## config.mk

```make
export PLATFORM = sky130hd
export DESIGN_NAME = datacache_victim_wb_buffer
export DESIGN_NICKNAME = d
export VERILOG_FILES = /design/src/rtl/datacache_victim_wb_buffer.sv
export SDC_FILE = /design/constraint.sdc
export NUM_CORES = 1
export LEC_CHECK = 0
export BUFFER_PORTS_ARGS = -buffer_cell sky130_fd_sc_hd__buf_2
export CAP_MARGIN = 20
export CORE_AREA = 2 2 259 261
export CTS_CLUSTER_SIZE = 40
export DETAILED_ROUTE_END_ITERATION = 8
export DIE_AREA = 0 0 261 263
export GPL_ROUTABILITY_DRIVEN = 0
export PLACE_DENSITY_LB_ADDON = 0.25
export SLEW_MARGIN = 0
export SYNTH_ARGS = -nofsm -noshare
export SYNTH_HDL_FRONTEND = slang
export SYNTH_SLANG_ARGS = --single-unit
```

## constraint.sdc

```tcl
create_clock -name clk_i -period 3.1 [get_ports clk_i]
set_input_delay 0.31 -clock clk_i [delete_from_list [all_inputs] [get_ports clk_i]]
set_output_delay 0.31 -clock clk_i [all_outputs]
set_load 0.02 [all_outputs]
```

## src/rtl/datacache_victim_wb_buffer.sv

```systemverilog
// Single-entry dirty-victim writeback buffer: captures an evicted line, drains it
// as a burst of memory beats, and serves miss-path lookups while the line is held.
module datacache_victim_wb_buffer #(
   parameter  int unsigned S_OFFSET = 5,
   parameter  int unsigned S_INDEX  = 3,
   parameter  int unsigned S_BEAT   = 64,
   localparam int unsigned S_LINE   = 8 * (1 << S_OFFSET),
   localparam int unsigned S_TAG    = 32 - S_OFFSET - S_INDEX
) (
   input  logic              clk_i,
   input  logic              rst_i,
   input  logic              evict_valid_i,
   input  logic              evict_dirty_i,
   input  logic [S_TAG-1:0]  evict_tag_i,
   input  logic [S_INDEX-1:0] evict_index_i,
   input  logic [S_LINE-1:0] evict_data_i,
   output logic              evict_ready_o,
   input  logic [31:0]       lookup_addr_i,
   output logic              lookup_hit_o,
   output logic [S_LINE-1:0] lookup_data_o,
   output logic              mem_write_o,
   output logic [31:0]       mem_address_o,
   output logic [S_BEAT-1:0] mem_wdata_o,
   input  logic              mem_resp_i,
   output logic              wb_busy_o
);

   localparam int unsigned BEATS   = S_LINE / S_BEAT;
   localparam int unsigned BEAT_W  = (BEATS > 1) ? $clog2(BEATS) : 1;
   localparam int unsigned BYTE_SH = $clog2(S_BEAT / 8);
   localparam logic [BEAT_W-1:0] LAST_BEAT = BEAT_W'(BEATS - 1);

   typedef enum logic [1:0] {ST_EMPTY, ST_HOLD, ST_BURST} state_e;

   state_e               state_q, state_d;
   logic [BEAT_W-1:0]    beat_q, beat_d;
   logic                 valid_q, valid_d;
   logic [S_TAG-1:0]     tag_q, tag_d;
   logic [S_INDEX-1:0]   index_q, index_d;
   logic [S_LINE-1:0]    data_q, data_d;
   logic                 unused_lookup_offset;

   always_ff @(posedge clk_i) begin
      if (rst_i) begin
         state_q <= ST_EMPTY;
         beat_q  <= '0;
         valid_q <= 1'b0;
         tag_q   <= '0;
         index_q <= '0;
         data_q  <= '0;
      end else begin
         state_q <= state_d;
         beat_q  <= beat_d;
         valid_q <= valid_d;
         tag_q   <= tag_d;
         index_q <= index_d;
         data_q  <= data_d;
      end
   end

   // Next state; handshake outputs depend on registered state only.
   always_comb begin
      state_d       = state_q;
      beat_d        = beat_q;
      valid_d       = valid_q;
      tag_d         = tag_q;
      index_d       = index_q;
      data_d        = data_q;
      evict_ready_o = 1'b0;
      wb_busy_o     = 1'b1;
      mem_write_o   = 1'b0;
      case (state_q)
         ST_EMPTY: begin
            evict_ready_o = 1'b1;
            wb_busy_o     = 1'b0;
            if (evict_valid_i && evict_dirty_i) begin
               tag_d   = evict_tag_i;
               index_d = evict_index_i;
               data_d  = evict_data_i;
               valid_d = 1'b1;
               state_d = ST_HOLD;
            end
         end
         ST_HOLD: begin
            beat_d  = '0;
            state_d = ST_BURST;
         end
         ST_BURST: begin
            mem_write_o = 1'b1;
            if (mem_resp_i) begin
               if (beat_q == LAST_BEAT) begin
                  valid_d = 1'b0;
                  state_d = ST_EMPTY;
               end else begin
                  beat_d = beat_q + BEAT_W'(1);
               end
            end
         end
         default: state_d = ST_EMPTY;
      endcase
   end

   // Beat payload is driven only while a write is requested, zero otherwise.
   assign mem_address_o = mem_write_o
                          ? ({tag_q, index_q, S_OFFSET'(0)} | (32'(beat_q) << BYTE_SH))
                          : '0;
   assign mem_wdata_o   = mem_write_o ? data_q[32'(beat_q) * S_BEAT +: S_BEAT] : '0;

   assign lookup_hit_o  = valid_q && (lookup_addr_i[31:S_OFFSET] == {tag_q, index_q});
   assign lookup_data_o = valid_q ? data_q : '0;

   assign unused_lookup_offset = ^lookup_addr_i[S_OFFSET-1:0];

endmodule

```

==> results.md, run 1 <==
- # clock sinks: 288
- Period Utilization, post-route: 0.865
- Commonest non-fill, non-tap cells in the layout: buf_2, nand2_1, and2_1, a21oi_1, dfxtp_1
- Pre-CTS WS: 982 ps
- First-pass GRT wire length: 91900 um
- Clock Latency Late Sink: approximately 530 ps
- Core box area: 65600 um^2
- Initial antenna violation count: 1
- Initial Util: 0.218
- Row count: 94
- Gate Count Post-Synth: 1764
- Status: finished clean
- Post-route cell area: 21700 um^2
- WHS: approximately 32 ps
- ANT cells: 0
- Fraction of layout cells with a size suffix above 1: 0.320
- CTS tree: built
- Distinct cells, synth: 28
- Maxcap violations: 0
- H-tree Lvls: 2
- Die height: 263 um
- PwrDens: 449 nW/um^2
- Die area: 68600 um^2
- Routed length per instance: 17.6 um
- Fin nets: 2896
- Vias in the first global route: 15400
- Area Growth Syn to Fin: 51.9%
- Commonest non-fill, non-tap cell in the layout: buf_2
- Synth top area cells: dfxtp_1, and2_1, nand2_1, mux4_2, a21oi_1
- Max clock buf depth: 3
- Fin Clk Skew: 11.0 ps
- Buffers on Ports: 667
- Final-report hold violation count: 0
- Pre-antenna DRT Iters: 5
- TritonCTS Buffers: 37
- Max IR drop VDD: 0.271 mV
- Slowest stage delay, CP: 560 ps
- Seq cells post-synth: 288
- Cell total after placement: 3184
- Setup crit end kind: primary output
- Leading area contributor after synthesis: dfxtp_1
- Pin count of the biggest net entering global routing: 150
- Avg Inst Size Synth: 8.10 um^2
- Achievable Freq: 0.373 GHz
- Synth top area share: 0.403
- Type of the worst min-delay path: in -> reg
- Setup_tns: 0 ps
- CTS resizes: 0
- LEAKAGE: 9.68 nW
- Placed Area: 18300 um^2
- Non-filler instance count after layout: 3465
- GRT overflow: 0
- Endpoints failing setup: 0
- Final Slew Violations: 0
- Drt via density: 4.42
- Root Buffer: clkbuf_16
- Sequential share of the synthesized area: 0.403
- Post-detailed-routing wire length: slightly above 60000 um
- Clock Pin Slew Worst Setup and Hold Paths: 60 ps
- Die X: 261 um
- Antenna-violating nets left: 0
- Minimum clock period: 2680 ps
- Slew @ Worst Pin: 823 ps
- Worst setup SP type: flip-flop
- Total track usage: 0.171
- RSZ-0062 raised after global routing: false
- DRC: 0
- Syn. warnings: 0
- Total power: roughly 9.7 mW
- Post-CTS Setup Bufs: 0
- # IOs: 676
- Crit path kind: reg -> out
- Final WS setup: between 400 and 500 ps
- Dpl hpwl: roughly 44000 um
- Worst-path fanout max: 61
- Crit path arrival time: 2370 ps
- CTS Hold Bufs: 216
- Starting DRT DRC Count: 1062
- Via count: approximately 15000
- Critical path data required time: 2790 ps
- Slowest library cell on the worst path: buf_4
- Worst path cell trace: inv_1 -> nor2_4 -> buf_4 -> and2_1 -> buf_2
- Fillers: 7007
- Final core occ: 0.331
- Slew headroom: 0.451
- Area of the mapped netlist: about 14000 um^2
## layout make-up
class                           count  area, um^2  share of cell area
Clock buffer                       57        1090              0.0503
Clock inverter                      8         115             0.00530
Inverter                            2        7.51            0.000346
Multi-Input combinational cell   1323        7640               0.352
Sequential cell                   288        5780               0.266
Tap cell                          864        1080              0.0498
Timing Repair Buffer              923        6000               0.276
## flip-flops by register name (all words and copies together) (netlist names)
name / flops
valid_q: 1
data_q: 256
tag_q: 24
state_q: 2
beat_q: 2
index_q: 3
## synthesized netlist by cell type (all sizes together)
library cell	instances
a21oi	286
a311oi	1
and2	349
and3	1
buf	71
clkbuf	82
conb	1
dfxtp	288
ha	1
inv	2
mux2i	1
mux4	64
nand2	567
nand2b	2
nand3	1
nand4	7
nor2	6
nor4	1
nor4bb	1
o211ai	2
o21a	1
o2bb2ai	1
or4	1
xnor2	27
## layer usage
metal	up-vias	routed length (um)	global-route usage
met5	-	0	0
met4	0	2090	0.0600
met3	120	3440	0.0306
met2	508	29800	0.291
met1	7337	25800	0.215
li1	7344	-	-
## power breakdown
group / switching (mW) / internal [mW]
registers: 0.159 / 3.88
logic: 0.714 / 0.654
clock network: 1.67 / 2.66
## cells by family after synthesis
kind of cell	count (synthesis)	share of synthesized area
and+or+nand+nor	936	0.310
AOI/OAI and AO/OA	291	0.103
DFF	288	0.403
buffers and inverters	155	0.0641
muxes	65	0.102
xor gates and xnor gates	27	0.0165
adders and majority gates	1	0.000875
other	1	0.000262
## critical path, delay by kind of cell, from the launching register on
| family | cells | cell delay [ps] |
|---|---|---|
| buffers and inverters | 3 | 910 |
| DFF | 1 | 490 |
| and+or+nand+nor | 2 | 370 |
## worst paths after layout
check        depth (start not counted)              start  slack [ps]              end
max                                  5         state_q[1]         420  mem_wdata_o[33]
min                                  3  evict_data_i[253]          30      data_q[253]
min reg2reg                          2        data_q[111]         460      data_q[111]
max reg2reg                          5         state_q[0]        1120      data_q[174]
No activity file was read; power rests on OpenSTA's default activity.
==> inputs of run 2 (changes only) <==
--- a/config.mk
+++ b/config.mk
@@ -8,6 +8,7 @@
 export BUFFER_PORTS_ARGS = -buffer_cell sky130_fd_sc_hd__buf_2
 export CAP_MARGIN = 20
 export CORE_AREA = 2 2 259 261
+export CTS_BUF_LIST = sky130_fd_sc_hd__clkbuf_2 sky130_fd_sc_hd__clkbuf_4 sky130_fd_sc_hd__clkbuf_8
 export CTS_CLUSTER_SIZE = 40
 export DETAILED_ROUTE_END_ITERATION = 8
 export DIE_AREA = 0 0 261 263
==> results.md, run 2 (synthesis gave the netlist of run 1 again) <==
- Root Buffer: clkbuf_8 (was clkbuf_16)
- Non-filler instance count after layout: 3565 (was 3465)
- Routed length per instance: 17.3 um (was 17.6 um)
- Fin Clk Skew: 29.4 ps (was 11.0 ps)
- LEAKAGE: 9.97 nW (was 9.68 nW)
- Area Growth Syn to Fin: 56.2% (was 51.9%)
- WHS: 203 ps (was 31.5 ps)
- Period Utilization, post-route: 0.889 (was 0.865)
- Worst path cell trace: inv_1 -> nor2_4 -> buf_4 -> and2_1 -> buf_2 (unchanged)
- PwrDens: 419 nW/um^2 (was 449 nW/um^2)
- Post-detailed-routing wire length: 61800 um (was 61100 um)
- # IOs: 676 (unchanged)
- Combinational Power Share: 0.154 (was 0.140)
- Antenna-violating nets left: 0 (unchanged)
- Sw Share: 0.272 (was 0.261)
- Setup_tns: 0 ps (unchanged)
- Fillers: 6931 (was 7007)
- Endpoints failing setup: 0 (unchanged)
- Die area: 68600 um^2 (unchanged)
- Final Slew Violations: 0 (unchanged)
- Max reg flops: 256 (unchanged)
- # clock sinks: 288 (unchanged)
- Clock power share: 0.414 (was 0.444)
- Slowest stage delay, CP: 570 ps (was 560 ps)
- Total track usage: 0.173 (was 0.171)
- Worst setup SP type: flip-flop (unchanged)
- Pint: 6.82 mW (was 7.20 mW)
- GRT overflow: 0 (unchanged)
- Achievable Freq: 0.363 GHz (was 0.373 GHz)
- Clock Latency Late Sink: 630 ps (was 530 ps)
- Worst Path Buf+Inv: 3 (unchanged)
- Initial Util: 0.218 (unchanged)
- DRC: 0 (unchanged)
- Commonest non-fill, non-tap cells in the layout: buf_2, nand2_1, and2_1, a21oi_1, dfxtp_1 (unchanged)
- Cell total after placement: 3184 (unchanged)
- First-pass GRT wire length: 93100 um (was 91900 um)
- Vias in the first global route: 15900 (was 15400)
- Clock Pin Slew Worst Setup and Hold Paths: 60 ps (about the same)
- Row count: 94 (unchanged)
- Status: finished clean (unchanged)
- Slew headroom: 0.445 (was 0.451)
- Die height: 263 um (unchanged)
- Starting DRT DRC Count: 995 (was 1062)
- TritonCTS Buffers: 54 (was 37)
- Minimum clock period: 2760 ps (was 2680 ps)
- Initial antenna violation count: 4 (was 1)
- Crit path kind: reg -> out (unchanged)
- Slew @ Worst Pin: 833 ps (was 823 ps)
- Pre-antenna DRT Iters: 5 (unchanged)
- Drt via density: 4.41 (was 4.42)
- Slowest library cell on the worst path: buf_4 (unchanged)
- Setup crit end kind: primary output (unchanged)
- CTS tree: built (unchanged)
- H-tree Lvls: 2 (unchanged)
- RSZ-0062 raised after global routing: false (unchanged)
- Max clock buf depth: 3 (unchanged)
- Critical path data required time: 2790 ps (about the same)
- Max IR drop VDD: 0.278 mV (was 0.271 mV)
- Post-CTS Setup Bufs: 0 (unchanged)
- Register Area: 5780 um^2 (unchanged)
- Area of the multi-input gates: 7640 um^2 (unchanged)
- Worst-path fanout max: 61 (unchanged)
- Cell family with most CP delay: buffers and inverters (unchanged)
- Buffers on Ports: 667 (unchanged)
- Regs by FF count: data_q (256), tag_q (24), index_q (3) (unchanged)
- Via count: 15700 (was 15300)
- Pin count of the biggest net entering global routing: 150 (unchanged)
- Crit path arrival time: 2450 ps (was 2370 ps)
- Flop pwr share: 0.432 (was 0.415)
- Core box area: 65600 um^2 (unchanged)
- Type of the worst min-delay path: in -> reg (unchanged)
- Fin nets: 2981 (was 2896)
- Sw power: 2.54 mW (about the same)
- Largest Register: data_q (unchanged)
- Maxcap violations: 0 (unchanged)
- Dpl hpwl: 43500 um (unchanged)
- Commonest non-fill, non-tap cell in the layout: buf_2 (unchanged)
- Fraction of layout cells with a size suffix above 1: 0.324 (was 0.320)
- Die X: 261 um (unchanged)
- Final-report hold violation count: 0 (unchanged)
-- run 2: changes by cell type in the layout (fill, tap and decap cells not counted) --
cell           change
dlygate4sd3_1     +68
clkbuf_8          +57
clkbuf_16         -37
clkbuf_4          +27
clkbuf_1          -11
bufinv_16          -3
clkinv_2           -3
clkinvlp_4         +1
diode_2            +1
-- run 2: worst register-to-register path: stages, from the launching register on --
cell and delay [ps]:
dfxtp_1 390, nor2_4 250, and3_4 450, buf_12 320, buf_12 260, nand2_1 100, a21oi_1 140
-- run 2: power by group through the flow --
stage                     Combinational [mW]  Clock [mW]  Sequential (mW)
final                                   1.44        3.88             4.04
after global routing                    1.57        4.18             4.07
after detailed placement                1.15           0             4.12
after floorplan                        0.715           0             4.05
after global placement                  1.14           0             4.11
after CTS                               1.45        4.03             4.04
-- run 2: stage by stage --
step / setup WS, ps / area [um^2] / total power [mW] / utilization
finish: 343 / 22300 / 9.36 / 0.340
global placement: 995 / 18300 / 5.26 / 0.279
floorplan: 1110 / 14300 / 4.76 / -
global route: 211 / 22300 / 9.82 / 0.340
detailed placement: 982 / 18300 / 5.28 / 0.279
CTS: 275 / 22300 / 9.52 / 0.340
-- run 2: worst paths after layout --
path	from	endpoint	slack, ps	depth (start not counted)
min reg2reg	data_q[111]	data_q[111]	460	2
max	state_q[1]	mem_wdata_o[33]	340	5
min	rst_i	data_q[215]	200	2
max reg2reg	state_q[1]	data_q[157]	1150	6
-- run 2: routing by layer --
layer	wire [um]	GRT usage	up-vias
met5	13	0	-
met4	2520	0.0719	2
met3	3750	0.0319	166
met2	29800	0.292	607
met1	25700	0.213	7427
li1	-	-	7517
-- run 2: repair_timing --
action,in CTS,in global routing
resized for setup,0,0
hold buffers,284,0
endpoints found under the hold margin,284,0
-- run 2: layout make-up --
type,instances,area share
inverter,2,0.000336
tap,864,0.0484
clock inverter,3,0.000785
timing repair buffer,991,0.299
clock buffer,93,0.0498
sequential,288,0.259
multi-input combinational,1323,0.342
antenna,1,0.000112
==> inputs of run 3 (changes only) <==
--- a/config.mk
+++ b/config.mk
@@ -9,11 +9,11 @@
 export CAP_MARGIN = 20
 export CORE_AREA = 2 2 259 261
 export CTS_BUF_LIST = sky130_fd_sc_hd__clkbuf_2 sky130_fd_sc_hd__clkbuf_4 sky130_fd_sc_hd__clkbuf_8
-export CTS_CLUSTER_SIZE = 40
 export DETAILED_ROUTE_END_ITERATION = 8
 export DIE_AREA = 0 0 261 263
 export GPL_ROUTABILITY_DRIVEN = 0
 export PLACE_DENSITY_LB_ADDON = 0.25
+export REMOVE_ABC_BUFFERS = 1
 export SLEW_MARGIN = 0
 export SYNTH_ARGS = -nofsm -noshare
 export SYNTH_HDL_FRONTEND = slang
==> results.md, run 3 (synthesis gave the netlist of run 1 again) <==
- GRT overflow: 0 (unchanged)
- RSZ-0062 raised after global routing: false (unchanged)
- Starting DRT DRC Count: 754 (was 995)
- Root Buffer: clkbuf_8 (unchanged)
- Core box area: 65600 um^2 (unchanged)
- Die X: 261 um (unchanged)
- Drt via density: 4.34 (was 4.41)
- Antenna-violating nets left: 0 (unchanged)
- Vias in the first global route: 15900 (about the same)
- Clock power share: 0.422 (was 0.414)
- Pin count of the biggest net entering global routing: 174 (was 150)
- Worst setup SP type: flip-flop (unchanged)
- Final-report hold violation count: 0 (unchanged)
- Clock Pin Slew Worst Setup and Hold Paths: 60 ps (about the same)
- Largest Register: data_q (unchanged)
- LEAKAGE: 9.97 nW (about the same)
- Post-detailed-routing wire length: 58900 um (was 61800 um)
- Final Slew Violations: 0 (unchanged)
- Worst-path fanout max: 50 (was 61)
- Period Utilization, post-route: 0.862 (was 0.889)
- Minimum clock period: 2670 ps (was 2760 ps)
- Critical path data required time: 2790 ps (about the same)
- Type of the worst min-delay path: in -> reg (unchanged)
- Row count: 94 (unchanged)
- Fin Clk Skew: 19.5 ps (was 29.4 ps)
- Fillers: 7020 (was 6931)
- Setup_tns: 0 ps (unchanged)
- Combinational Power Share: 0.150 (was 0.154)
- Maxcap violations: 0 (unchanged)
- Sw power: 2.59 mW (was 2.54 mW)
- Dpl hpwl: 41200 um (was 43500 um)
- DRC: 0 (unchanged)
- Clock Latency Late Sink: 630 ps (about the same)
- Sw Share: 0.274 (was 0.272)
- CTS Hold Bufs: 284 (unchanged)
- Area Growth Syn to Fin: 56.1% (was 56.2%)
- H-tree Lvls: 2 (unchanged)
- First-pass GRT wire length: 89600 um (was 93100 um)
- Pint: 6.86 mW (was 6.82 mW)
- Crit path arrival time: 2360 ps (was 2450 ps)
- CTS resizes: 0 (unchanged)
- Fin nets: 2983 (was 2981)
- Post-route cell area: 22300 um^2 (about the same)
- PwrDens: 423 nW/um^2 (was 419 nW/um^2)
- Total track usage: 0.164 (was 0.173)
- Non-filler instance count after layout: 3564 (was 3565)
- Max IR drop VDD: 0.259 mV (was 0.278 mV)
- Final WS setup: 428 ps (was 343 ps)
- Post-CTS Setup Bufs: 0 (unchanged)
- Slew @ Worst Pin: 873 ps (was 833 ps)
- Slew headroom: 0.418 (was 0.445)
- Initial antenna violation count: 0 (was 4)
- Max reg flops: 256 (unchanged)
- Die area: 68600 um^2 (unchanged)
- Achievable Freq: 0.374 GHz (was 0.363 GHz)
- Total power: 9.45 mW (was 9.36 mW)
- Pre-antenna DRT Iters: 5 (unchanged)
- Setup crit end kind: primary output (unchanged)
- Via count: 15500 (was 15700)
- Flop pwr share: 0.428 (was 0.432)
- Initial Util: 0.218 (unchanged)
- Buffers on Ports: 667 (unchanged)
- # clock sinks: 288 (unchanged)
- Crit path kind: reg -> out (unchanged)
- Commonest non-fill, non-tap cells in the layout: buf_2, nand2_1, and2_1, a21oi_1, dfxtp_1 (unchanged)
- Placed Area: 18300 um^2 (about the same)
- Routed length per instance: 16.5 um (was 17.3 um)
- Fraction of layout cells with a size suffix above 1: 0.323 (was 0.324)
- Cell total after placement: 3184 (unchanged)
- Regs by FF count: data_q (256), tag_q (24), index_q (3) (unchanged)
- WHS: 178 ps (was 203 ps)
- TritonCTS Buffers: 56 (was 54)
- Status: finished clean (unchanged)
- Commonest non-fill, non-tap cell in the layout: buf_2 (unchanged)
- # IOs: 676 (unchanged)
- Pre-CTS WS: 1050 ps (was 982 ps)
- Endpoints failing setup: 0 (unchanged)
- CTS tree: built (unchanged)
- Die height: 263 um (unchanged)
- Final core occ: 0.340 (about the same)
- Max clock buf depth: 3 (unchanged)
-- run 3: path summary, 6_finish.rpt --
check | cells past startpoint | to | slack (ps) | from
hold / removal | 2 | data_q[111] | 180 | rst_i
setup reg to reg | 5 | tag_q[2] | 1180 | state_q[0]
hold reg to reg | 2 | data_q[182] | 460 | data_q[182]
setup / recovery | 4 | mem_wdata_o[46] | 430 | beat_q[0]
-- run 3: final cells by class --
cell class | instances | area, um^2 | area share
Multi-Input combinational cell | 1323 | 7640 | 0.342
Timing Repair Buffer | 991 | 6650 | 0.298
Sequential cell | 288 | 5780 | 0.259
Tap cell | 864 | 1080 | 0.0484
Clock buffer | 83 | 1030 | 0.0462
Clock inverter | 12 | 120 | 0.00538
Inverter | 2 | 7.51 | 0.000336
Antenna cell | 1 | 2.50 | 0.000112
-- run 3: power by group through the flow --
stage	combinational (mW)	sequential [mW]	clock, mW
after global placement	1.13	4.11	0
final	1.42	4.04	3.99
after CTS	1.43	4.04	4.18
after global routing	1.56	4.06	4.33
after floorplan	0.590	4.09	0
after detailed placement	1.14	4.12	0
-- run 3: per-layer routing --
| metal | track usage | vias up | share of wire |
|---|---|---|---|
| li1 | - | 7512 | - |
| met4 | 0.0643 | 0 | 0.037 |
| met1 | 0.185 | 7248 | 0.39 |
| met3 | 0.0436 | 125 | 0.075 |
| met2 | 0.293 | 591 | 0.50 |
| met5 | 0 | - | 0 |
-- run 3: worst max-delay path, cell delays in order (launching register included) --
cell and delay, ps:
dfxtp_4 360, buf_12 380, mux4_2 580, and2_1 180
buf_2 150
